<file path="config.mk">
export PLATFORM = sky130hd
export DESIGN_NAME = multicycle_controller
export DESIGN_NICKNAME = d
export VERILOG_FILES = /design/src/rtl/mc_ctrl_pkg.sv /design/src/rtl/mc_alu_decoder.sv /design/src/rtl/multicycle_controller.sv
export SDC_FILE = /design/constraint.sdc
export NUM_CORES = 1
export LEC_CHECK = 0
export CORE_MARGIN = 2
export CORE_UTILIZATION = 38
export DETAILED_ROUTE_END_ITERATION = 8
export PLACE_DENSITY = 0.85
export SLEW_MARGIN = 15
export SYNTH_ARGS = -nofsm -noshare
export SYNTH_HDL_FRONTEND = slang
export SYNTH_SLANG_ARGS = --single-unit
</file>
<file path="constraint.sdc">
create_clock -name clk -period 2.6 [get_ports clk]
set_clock_uncertainty 0.15 [all_clocks]
set_input_delay 0.78 -clock clk [delete_from_list [all_inputs] [get_ports clk]]
set_output_delay 0.78 -clock clk [all_outputs]
set_load 0.01 [all_outputs]
</file>
<file path="src/rtl/mc_ctrl_pkg.sv">
// Shared encodings for the multicycle RV32I controller: states, opcodes, ALU ops and datapath selects.
// S_TRAP is only reachable when MC_ILLEGAL_TRAP_EN is defined.
package mc_ctrl_pkg;

    localparam logic [3:0] S_FETCH    = 4'd0;
    localparam logic [3:0] S_DECODE   = 4'd1;
    localparam logic [3:0] S_MEMADR   = 4'd2;
    localparam logic [3:0] S_MEMREAD  = 4'd3;
    localparam logic [3:0] S_MEMWB    = 4'd4;
    localparam logic [3:0] S_MEMWRITE = 4'd5;
    localparam logic [3:0] S_EXECR    = 4'd6;
    localparam logic [3:0] S_EXECI    = 4'd7;
    localparam logic [3:0] S_ALUWB    = 4'd8;
    localparam logic [3:0] S_BEQ      = 4'd9;
    localparam logic [3:0] S_JAL      = 4'd10;
    localparam logic [3:0] S_TRAP     = 4'd11;

    localparam logic [6:0] OP_LW  = 7'b0000011;
    localparam logic [6:0] OP_SW  = 7'b0100011;
    localparam logic [6:0] OP_R   = 7'b0110011;
    localparam logic [6:0] OP_I   = 7'b0010011;
    localparam logic [6:0] OP_BEQ = 7'b1100011;
    localparam logic [6:0] OP_JAL = 7'b1101111;

    typedef enum logic [1:0] {
        ALUOP_ADD   = 2'b00,
        ALUOP_SUB   = 2'b01,
        ALUOP_FUNCT = 2'b10
    } aluop_e;

    localparam logic [2:0] ALU_ADD = 3'b000;
    localparam logic [2:0] ALU_SUB = 3'b001;
    localparam logic [2:0] ALU_AND = 3'b010;
    localparam logic [2:0] ALU_OR  = 3'b011;
    localparam logic [2:0] ALU_SLT = 3'b101;

    localparam logic       ADR_PC     = 1'b0;
    localparam logic       ADR_ALUOUT = 1'b1;

    localparam logic [1:0] RES_ALUOUT    = 2'b00;
    localparam logic [1:0] RES_DATA      = 2'b01;
    localparam logic [1:0] RES_ALURESULT = 2'b10;

    localparam logic [1:0] SRCA_PC    = 2'b00;
    localparam logic [1:0] SRCA_OLDPC = 2'b01;
    localparam logic [1:0] SRCA_RS1   = 2'b10;

    localparam logic [1:0] SRCB_RS2  = 2'b00;
    localparam logic [1:0] SRCB_IMM  = 2'b01;
    localparam logic [1:0] SRCB_FOUR = 2'b10;

    localparam logic [1:0] IMM_I = 2'b00;
    localparam logic [1:0] IMM_S = 2'b01;
    localparam logic [1:0] IMM_B = 2'b10;
    localparam logic [1:0] IMM_J = 2'b11;

endpackage

</file>
<file path="src/rtl/mc_alu_decoder.sv">
// Combinational ALU control decode: maps (aluop, funct3, op[5], funct7[5]) to the ALU operation code.
module mc_alu_decoder
    import mc_ctrl_pkg::*;
#(
    parameter int unsigned ALUCTRL_W = 3
) (
    input  aluop_e               aluop_i,
    input  logic [2:0]           funct3_i,
    input  logic                 op5_i,
    input  logic                 funct7b5_i,
    output logic [ALUCTRL_W-1:0] alu_control_o
);

    logic [2:0] code;

    always_comb begin
        code = ALU_ADD;
        unique case (aluop_i)
            ALUOP_ADD: code = ALU_ADD;
            ALUOP_SUB: code = ALU_SUB;
            ALUOP_FUNCT: begin
                // only R-type (op[5]=1) honours funct7[5]; addi never becomes sub
                case (funct3_i)
                    3'b000:  code = (op5_i & funct7b5_i) ? ALU_SUB : ALU_ADD;
                    3'b010:  code = ALU_SLT;
                    3'b110:  code = ALU_OR;
                    3'b111:  code = ALU_AND;
                    default: code = ALU_ADD;
                endcase
            end
            default: code = ALU_ADD;
        endcase
    end

    assign alu_control_o = ALUCTRL_W'(code);

endmodule

</file>
<file path="src/rtl/multicycle_controller.sv">
// Multicycle RV32I control FSM with memory wait counter and Moore output decode.
// Define MC_ILLEGAL_TRAP_EN to trap unsupported opcodes (adds illegal_o); otherwise they act as NOPs.
module multicycle_controller
    import mc_ctrl_pkg::*;
#(
    parameter int unsigned MEM_LATENCY = 0,
    parameter int unsigned ALUCTRL_W   = 3
) (
    input  logic                 clk,
    input  logic                 rst,
    input  logic [6:0]           op,
    input  logic [2:0]           funct3,
    input  logic                 funct7b5,
    input  logic                 zero,
    output logic                 pc_write,
    output logic                 adr_src,
    output logic                 mem_write,
    output logic                 ir_write,
    output logic                 reg_write,
    output logic [1:0]           result_src,
    output logic [1:0]           alu_src_a,
    output logic [1:0]           alu_src_b,
    output logic [1:0]           imm_src,
    output logic [ALUCTRL_W-1:0] alu_control,
`ifdef MC_ILLEGAL_TRAP_EN
    output logic                 illegal_o,
`endif
    output logic [3:0]           state_o
);

    localparam logic [3:0] LAT = 4'(MEM_LATENCY);

    logic [3:0] state_q, state_d;
    logic [3:0] wait_q, wait_d;
    logic       mem_done;
    logic       pc_update, branch;
    logic       ir_en, reg_en, mem_en;
    aluop_e     aluop;

    assign mem_done = (wait_q == LAT);

    always_comb begin
        state_d = state_q;
        wait_d  = wait_q;
        case (state_q)
            S_FETCH: begin
                if (mem_done) state_d = S_DECODE;
                else          wait_d  = wait_q + 4'd1;
            end
            S_DECODE: begin
                case (op)
                    OP_LW, OP_SW: state_d = S_MEMADR;
                    OP_R:         state_d = S_EXECR;
                    OP_I:         state_d = S_EXECI;
                    OP_BEQ:       state_d = S_BEQ;
                    OP_JAL:       state_d = S_JAL;
`ifdef MC_ILLEGAL_TRAP_EN
                    default:      state_d = S_TRAP;
`else
                    default:      state_d = S_FETCH;
`endif
                endcase
            end
            S_MEMADR:  state_d = (op == OP_SW) ? S_MEMWRITE : S_MEMREAD;
            S_MEMREAD: begin
                if (mem_done) state_d = S_MEMWB;
                else          wait_d  = wait_q + 4'd1;
            end
            S_EXECR, S_EXECI, S_JAL:              state_d = S_ALUWB;
            S_MEMWB, S_MEMWRITE, S_ALUWB, S_BEQ: state_d = S_FETCH;
`ifdef MC_ILLEGAL_TRAP_EN
            S_TRAP:    state_d = S_TRAP;
`else
            S_TRAP:    state_d = S_FETCH;
`endif
            default:   state_d = S_FETCH;
        endcase
        if (state_d != state_q) wait_d = '0;
    end

    always_ff @(posedge clk or posedge rst) begin
        if (rst) begin
            state_q <= S_FETCH;
            wait_q  <= '0;
        end else begin
            state_q <= state_d;
            wait_q  <= wait_d;
        end
    end

    always_comb begin
        pc_update  = 1'b0;
        branch     = 1'b0;
        ir_en      = 1'b0;
        reg_en     = 1'b0;
        mem_en     = 1'b0;
        adr_src    = ADR_PC;
        result_src = RES_ALUOUT;
        alu_src_a  = SRCA_PC;
        alu_src_b  = SRCB_RS2;
        aluop      = ALUOP_ADD;
        case (state_q)
            S_FETCH: begin
                alu_src_b  = SRCB_FOUR;
                result_src = RES_ALURESULT;
                ir_en      = mem_done;
                pc_update  = mem_done;
            end
            S_DECODE: begin
                alu_src_a = SRCA_OLDPC;
                alu_src_b = SRCB_IMM;
            end
            S_MEMADR: begin
                alu_src_a = SRCA_RS1;
                alu_src_b = SRCB_IMM;
            end
            S_MEMREAD:  adr_src = ADR_ALUOUT;
            S_MEMWRITE: begin
                adr_src = ADR_ALUOUT;
                mem_en  = 1'b1;
            end
            S_MEMWB: begin
                result_src = RES_DATA;
                reg_en     = 1'b1;
            end
            S_EXECR: begin
                alu_src_a = SRCA_RS1;
                alu_src_b = SRCB_RS2;
                aluop     = ALUOP_FUNCT;
            end
            S_EXECI: begin
                alu_src_a = SRCA_RS1;
                alu_src_b = SRCB_IMM;
                aluop     = ALUOP_FUNCT;
            end
            S_ALUWB: reg_en = 1'b1;
            S_BEQ: begin
                alu_src_a = SRCA_RS1;
                alu_src_b = SRCB_RS2;
                aluop     = ALUOP_SUB;
                branch    = 1'b1;
            end
            S_JAL: begin
                alu_src_a = SRCA_OLDPC;
                alu_src_b = SRCB_FOUR;
                pc_update = 1'b1;
            end
            default: ;
        endcase
    end

    // enables are forced low for the whole reset pulse, including the async-reset FETCH
    assign pc_write  = (pc_update | (branch & zero)) & ~rst;
    assign ir_write  = ir_en & ~rst;
    assign reg_write = reg_en & ~rst;
    assign mem_write = mem_en & ~rst;

    always_comb begin
        case (op)
            OP_LW, OP_I: imm_src = IMM_I;
            OP_SW:       imm_src = IMM_S;
            OP_BEQ:      imm_src = IMM_B;
            OP_JAL:      imm_src = IMM_J;
            default:     imm_src = IMM_I;
        endcase
    end

    mc_alu_decoder #(
        .ALUCTRL_W(ALUCTRL_W)
    ) u_alu_dec (
        .aluop_i      (aluop),
        .funct3_i     (funct3),
        .op5_i        (op[5]),
        .funct7b5_i   (funct7b5),
        .alu_control_o(alu_control)
    );

`ifdef MC_ILLEGAL_TRAP_EN
    assign illegal_o = (state_q == S_TRAP);
`endif

    assign state_o = state_q;

endmodule

</file>
==> flow_metrics.tcl, run 1 <==
set metrics [dict create \
    crit_required_ps 1670 \
    setup_violations 13 \
    clockRootBuffer "clkbuf_4" \
    syn-instance-count 113 \
    rsz0062_at_grt "yes" \
    setup_ws_ps -106 \
    end_kind "output pin" \
    gp_congestion 0.820 \
    clock_path_buffers 2 \
    clock.fmax_mhz 370 \
    hold_violations 0 \
    drt_wl_total_um 5000 \
    finalCritPeriodShare 1.04 \
    ys.flop_type "dfrtp_1" \
    ys_async_sr_fraction 1.00 \
    tightestPinTransition_ps 360 \
    die_h_um 50.9 \
    via_count 1379 \
    cts_tree "yes" \
    ys_warn_count 0 \
    synth_edf_count 0 \
    drtIter0Drc 45 \
    worst-path-buf-inv 1 \
    finalSetupTns_ps -558 \
    dr.pass1.iters 4 \
    hold_path.class "reg -> reg" \
    multi_input_area_um2 788 \
    synth_top_area_share 0.240 \
    gr-total-overflow 0 \
    slew_headroom 0.759 \
    ff_latch_area_um2 203 \
    fin_crit_ps 2710 \
    grt_max_degree 20 \
    core-area_um2 2020 \
    synth_area_leaders "dfrtp_1 24%, ha_1 6.0%, nor3_1 5.4%, nand2b_1 5.2%, nor2_1 4.9%" \
    ys_types 40 \
    synth_common_cells "11 x nor2_1, 9 x inv_1, 9 x nand2_1, 9 x nor3_1" \
    n_fill_cell 77 \
    cpPeakStageDelay_ps 430 \
    cp.arrival_ps 1780 \
    dpl.hpwl_um 2150 \
    h-tree-depth 1 \
    ir_drop_mv 0.620 \
    io_pins 34 \
    route.detailed.drc 0 \
    drive_gt1_frac 0.564 \
    slew_viol_final 0 \
    clk_latency_ps 260 \
    cts_buffers 3 \
    cts.clk_slew.worst_paths_ps 70 \
    fin_nets 222 \
    cp_cell_sequence "nand2b_4, nor2_4, nand2_4, ha_4, nor4b_4, buf_2" \
    cellLeakagePower_uw 0.000878 \
    postLayoutCoreUtil 0.921 \
    yosysSeqAreaShare 0.240 \
    port_buffers 33 \
    synth_area_um2 836 \
    num_antenna_cells 0 \
    dieArea_um2 2590 \
    powerDensity_nw_per_um2 581 \
    crit_family "simple AND/OR/NAND/NOR gates" \
    cp-start-kind "register" \
    synth.ff_latch_count 8 \
    via_per_inst 6.02 \
    area_growth_pct 123 \
    grt_antenna_before_repair 0 \
    rows 16 \
    synth.largest_area_cell "dfrtp_1" \
    chipWidth_um 50.9 \
    avgSynthCellArea_um2 7.40 \
    synthMostInstantiatedCell "nor2_1" \
    grt_pass1_wl_um 5890 \
    drv_cap 0 \
    synth_nets 131 \
    worst-path-max-fanout 3 \
    clock-sinks 8 \
    violations "setup timing" \
    start_util 0.413 \
    grt_pass1_vias 1291 \
    grt_use_total 0.302 \
    cp_slowest_cell "dfrtp_1" \
    ant_nets 0 \
    avgRoutedWirePerCell_um 21.8 \
    crit_type "reg -> out" \
    run_status "finished, violations left" \
]
power breakdown:
| group | leakage (µW) | total (µW) | internal (µW) | switching [µW] |
|---|---|---|---|---|
| Clock | 0.0000138 | 96.4 | 52.8 | 43.5 |
| Sequential | 0.000107 | 166 | 141 | 24.3 |
| Combinational | 0.000758 | 820 | 439 | 381 |
state kept, by name, summed over array words and instances (netlist names):
signal,count
state_o,4
wait_q,4
logic make-up (layout without fill, tap and decap cells):
group	Yosys count	in the layout	share of synthesized area
buffers and inverters	15	104	0.0689
multiplexers	1	1	0.0135
AO/OA/AOI/OAI	22	22	0.184
flip-flops	8	8	0.240
XOR/XNOR	5	5	0.0524
AND/OR/NAND/NOR	58	58	0.382
adder cells (fa/ha/maj)	4	4	0.0599
cells in the final DEF (no fill, tap or decap), types with 5 or more instances in the layout:
| master | n |
|---|---|
| buf_2 | 9 |
| buf_4 | 53 |
| inv_1 | 7 |
| nor3_1 | 5 |
| nand2_1 | 7 |
| dfrtp_1 | 6 |
| nand2b_4 | 5 |
| nor2_1 | 9 |
| nand3_1 | 5 |
| dlygate4sd2_1 | 12 |
metrics by stage:
step,area [µm²],power (µW),setup WS [ps],hold slack (ps),instances
6_report,1860,1080,-106,403,229
3_3_place_gp,1440,671,-615,373,200
4_1_cts,1720,955,-70.5,403,220
5_1_grt,1860,1120,-156,418,229
2_1_floorplan,855,408,6.73,310,113
3_5_place_dp,1440,695,-667,396,200
layer usage:
metal / global-route usage / wire, µm / part of all wire / vias up
met4: 0.117 / 408 / 0.082 / 0
met3: 0.0585 / 430 / 0.086 / 50
met5: 0 / 0 / 0 / -
met1: 0.293 / 1690 / 0.34 / 630
li1: - / - / - / 575
met2: 0.610 / 2480 / 0.50 / 124
cell type report:
| type | count | area share |
|---|---|---|
| timing repair buffer | 92 | 0.418 |
| tap | 27 | 0.0181 |
| clock buffer | 3 | 0.0121 |
| sequential | 8 | 0.109 |
| multi-input combinational | 90 | 0.423 |
| inverter | 9 | 0.0195 |
path summary, 6_finish.rpt:
kind	startpoint	depth (start not counted)	end	slack (ps)
worst max-delay path	state_o[2]$_DFF_PP0_	6	alu_control[2]	-110
worst min-delay path	wait_q[0]$_DFFE_PP0P_	2	wait_q[0]$_DFFE_PP0P_	400
worst max register to register	wait_q[1]$_DFFE_PP0P_	8	wait_q[2]$_DFFE_PP0P_	610
worst min register to register	wait_q[0]$_DFFE_PP0P_	2	wait_q[0]$_DFFE_PP0P_	400
max in group asynchronous	rst	4	wait_q[3]$_DFFE_PP0P_	1460
min in group asynchronous	rst	4	state_o[2]$_DFF_PP0_	680
repair_timing:
| action | in CTS | in global routing |
|---|---|---|
| setup buffers | 16 | 11 |
| gates cloned | 1 | 0 |
| setup endpoints to repair | 20 | 16 |
| gates resized for setup | 99 | 24 |
| hold buffers | 0 | 0 |
| pin swaps | 21 | 10 |
worst min-delay path, cell delays in order, from the launching register on:
cell and delay (ps):
dfrtp_1 340, buf_4 120, nor3_1 50
Power figures use the tool's default switching activity.
==> run 2, diff against run 1 <==
--- a/config.mk
+++ b/config.mk
@@ -7,6 +7,7 @@
 export LEC_CHECK = 0
 export CORE_MARGIN = 2
 export CORE_UTILIZATION = 38
+export CTS_CLUSTER_SIZE = 20
 export DETAILED_ROUTE_END_ITERATION = 8
 export PLACE_DENSITY = 0.85
 export SLEW_MARGIN = 15
==> results of run 2 <==
Final layout, timing and power as in run 1 (identical DEF).
